`config.mk`:
```
export PLATFORM = sky130hd
export DESIGN_NAME = if_fetch_unit
export DESIGN_NICKNAME = d
export VERILOG_FILES = /design/src/rtl/fetch_pkg.sv /design/src/rtl/fetch_queue.sv /design/src/rtl/if_fetch_unit.sv
export SDC_FILE = /design/constraint.sdc
export NUM_CORES = 1
export LEC_CHECK = 0
export CAP_MARGIN = 30
export CORE_ASPECT_RATIO = 0.75
export CORE_MARGIN = 5
export CORE_UTILIZATION = 47
export DETAILED_ROUTE_END_ITERATION = 8
export PLACE_DENSITY = 0.8
export SLEW_MARGIN = 20
export SYNTH_ARGS = -nofsm -noshare
export SYNTH_HDL_FRONTEND = slang
export SYNTH_SLANG_ARGS = --single-unit
```
`constraint.sdc`:
```
create_clock -name clk -period 4.58 [get_ports clk]
set_input_delay 0.458 -clock clk [delete_from_list [all_inputs] [get_ports clk]]
set_output_delay 0.458 -clock clk [all_outputs]
set_load 0.02 [all_outputs]
```
`src/rtl/fetch_pkg.sv`:
```
// Shared types and constants for the instruction-fetch stage.
package fetch_pkg;

  localparam int unsigned XLEN     = 32;
  localparam int unsigned PC_STEP  = 4;
  localparam int unsigned RESET_PC = 0;
  localparam logic [31:0] NOP      = 32'h0000_0013;

  typedef enum logic [1:0] {
    IDLE = 2'd0,
    WAIT = 2'd1,
    DROP = 2'd2
  } fetch_state_t;

endpackage

```
`src/rtl/fetch_queue.sv`:
```
// Circular instruction queue toward decode; each entry holds an instruction and its PC.
module fetch_queue #(
  parameter int unsigned QDEPTH = 2,
  parameter int unsigned XLEN   = 32
) (
  input  logic                     clk,
  input  logic                     rst,
  input  logic                     i_push,
  input  logic [XLEN-1:0]          i_push_data,
  input  logic [XLEN-1:0]          i_push_pc,
  input  logic                     i_pop,
  input  logic                     i_flush,
  output logic [$clog2(QDEPTH):0]  o_count,
  output logic [XLEN-1:0]          o_head_data,
  output logic [XLEN-1:0]          o_head_pc
);

  localparam int unsigned PW = $clog2(QDEPTH);
  localparam int unsigned CW = PW + 1;

  logic [XLEN-1:0] r_data [QDEPTH];
  logic [XLEN-1:0] r_pc   [QDEPTH];
  logic [PW-1:0]   r_rd;
  logic [PW-1:0]   r_wr;
  logic [CW-1:0]   r_count;
  logic            w_push;
  logic            w_pop;

  assign w_push = i_push && (r_count != CW'(QDEPTH));
  assign w_pop  = i_pop && (r_count != '0);

  // Pointers wrap naturally; flush overrides any same-cycle push or pop.
  always_ff @(posedge clk) begin
    if (rst || i_flush) begin
      r_rd    <= '0;
      r_wr    <= '0;
      r_count <= '0;
    end else begin
      if (w_push) r_wr <= r_wr + PW'(1);
      if (w_pop)  r_rd <= r_rd + PW'(1);
      case ({w_push, w_pop})
        2'b10:   r_count <= r_count + CW'(1);
        2'b01:   r_count <= r_count - CW'(1);
        default: r_count <= r_count;
      endcase
    end
  end

  always_ff @(posedge clk) begin
    if (w_push && !i_flush && !rst) begin
      r_data[r_wr] <= i_push_data;
      r_pc[r_wr]   <= i_push_pc;
    end
  end

  assign o_count     = r_count;
  assign o_head_data = r_data[r_rd];
  assign o_head_pc   = r_pc[r_rd];

endmodule

```
`src/rtl/if_fetch_unit.sv`:
```
// Instruction-fetch stage: single-outstanding imem requests, PC update, redirect flush.
// Optional macro FETCH_BYPASS_EN forwards a kept response straight to decode when the queue is empty.
module if_fetch_unit #(
  parameter int unsigned QDEPTH = 2,
  parameter int unsigned XLEN   = fetch_pkg::XLEN
) (
  input  logic            clk,
  input  logic            rst,
  input  logic [XLEN-1:0] pc_in,
  output logic [XLEN-1:0] pc_next_o,
  output logic            pc_enable_o,
  output logic            imem_req_valid,
  input  logic            imem_req_ready,
  output logic [XLEN-1:0] imem_req_addr,
  input  logic            imem_rsp_valid,
  input  logic [XLEN-1:0] imem_rsp_data,
  input  logic            redirect_valid,
  input  logic [XLEN-1:0] redirect_pc,
  output logic            inst_valid,
  input  logic            inst_ready,
  output logic [XLEN-1:0] inst_data,
  output logic [XLEN-1:0] inst_pc
);

  import fetch_pkg::*;

  localparam int unsigned CW = $clog2(QDEPTH) + 1;

  fetch_state_t    r_state;
  fetch_state_t    w_state_nxt;
  logic [XLEN-1:0] r_req_pc;
  logic [CW-1:0]   w_count;
  logic [XLEN-1:0] w_head_data;
  logic [XLEN-1:0] w_head_pc;
  logic [XLEN-1:0] w_aligned_pc;
  logic [XLEN-1:0] w_redir_pc;
  logic            w_keep;
  logic            w_bypass;
  logic            w_q_valid;
  logic            w_push;
  logic            w_pop;
  logic            w_flush;
  logic            w_hs;

  assign w_aligned_pc = pc_in & ~XLEN'(3);
  assign w_redir_pc   = redirect_pc & ~XLEN'(3);
  assign w_hs         = imem_req_valid && imem_req_ready;

  always_ff @(posedge clk) begin
    if (rst) begin
      r_state  <= IDLE;
      r_req_pc <= XLEN'(RESET_PC);
    end else begin
      r_state <= w_state_nxt;
      if (w_hs) r_req_pc <= w_aligned_pc;
    end
  end

  // Redirect outranks everything; reset forces all outputs low.
  always_comb begin
    w_state_nxt    = r_state;
    pc_enable_o    = 1'b0;
    pc_next_o      = pc_in;
    imem_req_valid = 1'b0;
    imem_req_addr  = w_aligned_pc;
    w_keep         = 1'b0;
    if (rst) begin
      pc_next_o     = '0;
      imem_req_addr = '0;
      w_state_nxt   = IDLE;
    end else if (redirect_valid) begin
      pc_enable_o = 1'b1;
      pc_next_o   = w_redir_pc;
      case (r_state)
        WAIT, DROP: w_state_nxt = imem_rsp_valid ? IDLE : DROP;
        default:    w_state_nxt = IDLE;
      endcase
    end else begin
      case (r_state)
        IDLE: begin
          imem_req_valid = (w_count < CW'(QDEPTH));
          if (imem_req_valid && imem_req_ready) begin
            w_state_nxt = WAIT;
            pc_enable_o = 1'b1;
            pc_next_o   = pc_in + XLEN'(PC_STEP);
          end
        end
        WAIT: begin
          if (imem_rsp_valid) begin
            w_keep      = 1'b1;
            w_state_nxt = IDLE;
          end
        end
        DROP: begin
          if (imem_rsp_valid) w_state_nxt = IDLE;
        end
        default: w_state_nxt = IDLE;
      endcase
    end
  end

`ifdef FETCH_BYPASS_EN
  assign w_bypass = w_keep && (w_count == '0);
`else
  assign w_bypass = 1'b0;
`endif

  assign w_q_valid = (w_count != '0) && !rst;
  assign w_push    = w_keep && !(w_bypass && inst_ready);
  assign w_pop     = w_q_valid && inst_ready;
  assign w_flush   = redirect_valid && !rst;

  assign inst_valid = w_q_valid || w_bypass;
  assign inst_data  = w_q_valid ? w_head_data : (w_bypass ? imem_rsp_data : '0);
  assign inst_pc    = w_q_valid ? w_head_pc   : (w_bypass ? r_req_pc      : '0);

  fetch_queue #(
    .QDEPTH (QDEPTH),
    .XLEN   (XLEN)
  ) u_queue (
    .clk         (clk),
    .rst         (rst),
    .i_push      (w_push),
    .i_push_data (imem_rsp_data),
    .i_push_pc   (r_req_pc),
    .i_pop       (w_pop),
    .i_flush     (w_flush),
    .o_count     (w_count),
    .o_head_data (w_head_data),
    .o_head_pc   (w_head_pc)
  );

endmodule

```
* Word-level counts from Yosys, hierarchy flattened
Memory sizes are Yosys's and may differ from the RTL's. A register that Yosys moved wholly into a read port is not among the register bits.
Index checks and enable logic that the tools add are counted.
** Word-level totals
- Input bits :: 102
- Output and inout bits :: 131
- RAM bits :: 124
- Memories :: 2
- Flip-flop bits (word level) :: 36
- Logic and storage cells :: 68
** Memory list
- u_queue.r_data :: words 2, bits a word 32, rd ports 1, clocked after Yosys merged registers in 1, wr ports 1, line fetch_queue.sv:21 : logic [XLEN-1:0] r_data [QDEPTH];
- u_queue.r_pc :: words 2, bits a word 30, rd ports 1, clocked after Yosys merged registers in 1, wr ports 1, line fetch_queue.sv:22 : logic [XLEN-1:0] r_pc [QDEPTH];
** Cells by class
- Reduce and logical (&&, ||, !) cells :: 17
- Add/sub/neg operators :: 5
- Equal/unequal tests :: 7
- Magnitude comparators :: 1
- Mux-type cells :: 31
** Operators with widths (count)
- $mux 32 :: 7
- $add 32x3->32 const B :: 1
- $mux 1 :: 17
- $mux 2 :: 5
- $logic_and 1x1->1 :: 9
- $pmux 2 s2 :: 2
- $eq 2x1->1 const B :: 2
- $eq 2x2->1 const B :: 2
- $reduce_bool 2->1 :: 2
- $ne 3x1->1 const B :: 1
- $ne 3x3->1 const B :: 1
- $add 1x1->1 const B :: 2
- $add 2x1->2 const B :: 1
- $logic_not 1->1 :: 2
- $logic_not 2->1 :: 1
- $lt 2x2->1 const B :: 1
- $ne 2x2->1 const B :: 1
- $reduce_and 2->1 :: 1
- $reduce_or 2->1 :: 1
- $sub 2x1->2 const B :: 1
- $logic_or 1x1->1 :: 1

* Depth between registers and ports, before layout
- Depth after elaboration :: 9
- Gate-level depth with buffers :: 8
- Gate-level depth less buffers :: 7

* Cells and area by module
A second synthesis with hierarchy kept.
** Second synthesis, totals
- Cell total of the unflattened synthesis :: 693
- Area, all modules :: 7945.1 µm²
** By module, submodules not included
- fetch_queue :: cells an instance 226, sequential area each 3943.8 µm², instances 1, area each 4830.9 µm²
- if_fetch_unit :: cells an instance 467, sequential area each 640.6 µm², instances 1, area each 3114.2 µm²

* Least setup slack after synthesis
Ideal clock, no wire load.
- Path kind :: in2reg
- Start :: input port redirect_valid
- End :: memory u_queue.r_data[0][0], enable pin
- Arrival :: 3641 ps
- Stages :: 3
- Data required time :: 4097 ps
- Library setup time :: 483 ps
- Path buffers :: 0
- Path slack :: 456 ps
- Path through :: nor2_1 -> o2111ai_1 -> nor2_1
** On the way
- Longest elaborated chain between the ends :: 7
- Elaborated cells between the ends (all ways) :: 9
- Those cells by class :: mux (4); reduce/logical (5)
** Ends and longest elaborated chain
- from (decl) :: line if_fetch_unit.sv:17 : input logic redirect_valid,
- $mux 1 :: line if_fetch_unit.sv:71 : end else if (redirect_valid) begin
- $mux 1 :: line if_fetch_unit.sv:67 : if (rst) begin
- $logic_and 1x1->1 :: line fetch_queue.sv:29 : assign w_push = i_push && (r_count != CW'(QDEPTH));
- $logic_and 1x1->1 * (2 in series) :: line fetch_queue.sv:50 : if (w_push && !i_flush && !rst) begin
- $mux 1 * :: line fetch_queue.sv:50
- $mux 1 (not written as such) * :: line fetch_queue.sv:51 : r_data[r_wr] <= i_push_data;
- to (decl) :: line fetch_queue.sv:21
Every way passes the cells marked *; elsewhere a longest branch is shown, timed or not.

* Final worst setup path
- Start :: input port pc_in[2]
- End :: output port pc_next_o[28]
** On the way
- Longest elaborated chain between the ends :: 5
** Ends and longest elaborated chain
- from (decl) :: line if_fetch_unit.sv:9 : input logic [XLEN-1:0] pc_in,
- $add 32x3->32 :: line if_fetch_unit.sv:85 : pc_next_o = pc_in + XLEN'(PC_STEP);
- $mux 32 :: line if_fetch_unit.sv:82 : if (imem_req_valid && imem_req_ready) begin
- $mux 32 :: line if_fetch_unit.sv:79 : case (r_state)
- $mux 32 :: line if_fetch_unit.sv:71
- $mux 32 :: line if_fetch_unit.sv:67
- to (decl) :: line if_fetch_unit.sv:10 : output logic [XLEN-1:0] pc_next_o,
Every way passes these cells.

==> metrics.md <==
| Metric | Value |
|---|---|
| Status | `complete, no violations` |
| Instance count of the mapped netlist | `673` |
| Worst-margin pin slew | `about 0.88 ns` |
| Resize count post-CTS | `0` |
| Combined global-route utilization of all metal layers | `between 20 and 25%` |
| Placed insts | `~1100` |
| Worst voltage drop across the vdd grid | `between 200 and 250 uV` |
| Number of nets in the layout | `998` |
| Max Slew Vio Count | `0` |
| Post-DP HPWL | `between 10000 and 15000 um` |
| Cell types with the largest area share after synthesis | `sky130_fd_sc_hd__edfxtp_1, sky130_fd_sc_hd__dfxtp_1, sky130_fd_sc_hd__mux2i_1, sky130_fd_sc_hd__nor2_1, sky130_fd_sc_hd__nand2_1` |
| Number of setup buffers added after CTS | `0` |
| Sum of negative setup slack | `0 ns` |
| Number of global-route vias before repair | `~5800` |
| Share of the cycle needed by the critical path after routing | `88.6%` |
| Core area | `approximately 15000 sq um` |
| Fin. Hold Viols | `0` |
| Uppermost signal routing layer after detailed routing | `met4` |
| Die span in y | `119 um` |
| Final-layout fill cell count | `1183` |
| Final number of setup-violating endpoints | `0` |
| Most frequent cells in the layout | `sky130_fd_sc_hd__clkdlybuf4s50_1, sky130_fd_sc_hd__edfxtp_1, sky130_fd_sc_hd__nor2_1` |
| Count of cell types in the netlist | `50` |
| Final ANT Viol Nets | `0` |
| Netlist area before placement | `roughly 7400 sq um` |
| First-pass GRT wire length | `roughly 32000 um` |
| Unrepaired setup endpoints after global routing | `false` |
| Maximum net fanout on the critical path | `10` |
| Clock slew at reported path FFs | `around 0.060 ns` |
| Synth Area per Inst | `11.0 sq um` |
| Total number of vias | `5886` |
| Maximum level of the CTS H-tree | `4` |
| Clock tree from TritonCTS | `built` |
| Leading register cell type out of synthesis | `sky130_fd_sc_hd__edfxtp_1` |
| Minimum hold slack | `0.451 ns` |
| Met2 wirelength from detailed routing | `about 9400 um` |
| Syn. warnings | `0` |
| Post-route insts no fill | `about 1100` |
| # DRC | `0` |
| CP Data Required Time | `between 4 and 5 ns` |
| Hold buffer count at cts | `0` |
| Type of origin of the critical path | `input pin` |
| Category of the most critical setup path | `in -> out` |
| Die Span X | `around 160 um` |
| Achievable clock frequency | `approximately 250 MHz` |
| Library cell with the largest summed area after synthesis | `sky130_fd_sc_hd__edfxtp_1` |
| Clock buffers created by TritonCTS | `17` |
| Count of port buffers added during placement | `roughly 230` |
| WL/cell | `18.5 um` |
| Slew Limit Headroom | `between 30% and 40%` |
| Max_cap viols | `0` |
| Reg2reg path depth | `5` |
| Clock network latency to the later pin of the worst-skew pair | `roughly 0.42 ns` |
| Static leakage | `between 3 and 4 nW` |
| Number of stages on the worst hold path | `0` |
| Crit. End Element | `primary output` |
| Worst min-delay path category | `reg -> reg` |
| Register bit total from synthesis | `between 150 and 200` |
| Async set-reset flop share out of synthesis | `0%` |
| Count of clock tree sinks | `~160` |
| Cell row count | `39` |
| Routed wire length | `slightly above 20000 um` |
| Final Skew | `approximately 0.0064 ns` |
| Relative area change from synthesis to final layout | `41.9%` |
| Number of antenna violations at the first check in global routing | `0` |
| Detailed-routing iteration count for the pre-antenna-repair pass | `5` |
| Residual overflow from global routing | `0` |
| Number of top-level pins | `233` |
| Starting Density | `between 40% and 50%` |
| Maximum number of pins on one net before global-route repair | `53` |
| Most frequent standard cell in the layout excluding fill and tap cells | `sky130_fd_sc_hd__clkdlybuf4s50_1` |
| Sequential cell area fraction in the yosys report | `60.2%` |
| Via density | `about 5.3` |
| Global placer's final weighted congestion | `0.918` |
| Met3 WL | `~1900 um` |
| Number of antenna cells inserted | `0` |
| Clock root buffer | `sky130_fd_sc_hd__clkbuf_16` |
| Total Die Area | `between 15000 and 20000 sq um` |
| Number of design-rule violations left by the first detailed-router iteration | `~420` |
| Portion of synthesized cell area occupied by the leading cell type | `50.2%` |
| Final worst path period need | `4.06 ns` |
| WP data arrival | `3.60 ns` |
| Post-synth EDFFs | `~120` |
| PD cells | `321 nW/um^2` |
| Detailed-routing wirelength on met1 | `8960 um` |
| Share of cells above drive strength 1 | `6.74%` |
| Clock tree buffer depth | `2` |
==> state kept, by name, indices dropped and copies added (netlist names), named ones only <==
register and count:
u_queue.r_data 64, u_queue.r_pc 60, u_queue.o_count 2, r_state 2
u_queue.r_wr 1, r_req_pc 30, u_queue.r_rd 1
==> kinds of logic (layout without fill, tap and decap cells) <==
family                   after synthesis  count (layout)  share of synthesized area (%)
multiplexers                          62              62                           8.37
AO/OA/AOI/OAI                         94              94                           8.25
adder cells (fa/ha/maj)                4               4                          0.675
flip-flops                           161             161                           60.2
AND/OR/NAND/NOR                      269             269                           17.1
buffers and inverters                 68             297                           3.76
XOR/XNOR                              14              14                           1.65
other                                  1               4                         0.0506
==> critical path: stages <==
cell and delay, ns:
sky130_fd_sc_hd__clkdlybuf4s50_1 0.61, sky130_fd_sc_hd__ha_1 0.21, sky130_fd_sc_hd__nand4b_2 0.31, sky130_fd_sc_hd__or4_4 0.67
sky130_fd_sc_hd__or3_1 0.38, sky130_fd_sc_hd__a311oi_1 0.29, sky130_fd_sc_hd__clkdlybuf4s50_1 0.67
==> cell usage after synthesis, drive strengths merged, types with 2 or more instances <==
| library cell | number |
|---|---|
| xnor2 | 12 |
| o21ai | 10 |
| a2111oi | 2 |
| or3 | 9 |
| ha | 4 |
| o311a | 2 |
| nand2 | 81 |
| and4 | 6 |
| o31a | 4 |
| and3 | 2 |
| inv | 22 |
| a31o | 2 |
| nand4 | 10 |
| dfxtp | 37 |
| nor4b | 3 |
| a211oi | 9 |
| edfxtp | 124 |
| mux2i | 62 |
| nor2b | 24 |
| o21bai | 2 |
| and2 | 3 |
| clkbuf | 36 |
| a31oi | 3 |
| a221oi | 2 |
| or4 | 5 |
| a41oi | 2 |
| nor4 | 9 |
| a21oi | 41 |
| nand3 | 6 |
| a311oi | 10 |
| nor2 | 102 |
| xor2 | 2 |
| nor3 | 5 |
| buf | 10 |
==> metal layers <==
layer  vias up  GRT usage, %
li1       2855             -
met1      2768          28.6
met2       241          35.0
met3        22          8.66
met4         0          6.62
met5         -             0
==> through the flow <==
stage	total power (W)	util [%]	cell area, sq um	setup WS (ns)
final	0.00338	68.5	10500	0.523
after global routing	0.00349	68.5	10500	0.431
after CTS	0.00341	68.5	10500	0.539
after detailed placement	0.00198	64.5	9920	0.571
after global placement	0.00198	64.4	9900	0.590
after floorplan	0.00177	-	7430	0.456
==> cell type report <==
type                       instances  area [sq um]  area share [%]
sequential                       161          4470            42.4
timing repair buffer             243          2390            22.8
tap                              205           256            2.44
multi-input combinational        447          2720            25.8
clock inverter                     9           121            1.15
inverter                          22          82.6           0.785
clock buffer                      23           488            4.64
==> worst paths after layout <==
check                           from                  end  slack (ns)
hold reg to reg         r_req_pc[19]  u_queue.r_pc[1][17]        0.45
setup / recovery            pc_in[2]        pc_next_o[28]        0.52
setup reg to reg  u_queue.o_count[1]   u_queue.o_count[1]        2.38
hold / removal          r_req_pc[19]  u_queue.r_pc[1][17]        0.45
==> power breakdown <==
group	switching, W	internal (W)	total [W]
registers	0.00000749	0.00158	0.00159
clock network	0.000558	0.000871	0.00143
logic	0.000189	0.000178	0.000367
No activity file was read; power rests on OpenSTA's default activity.
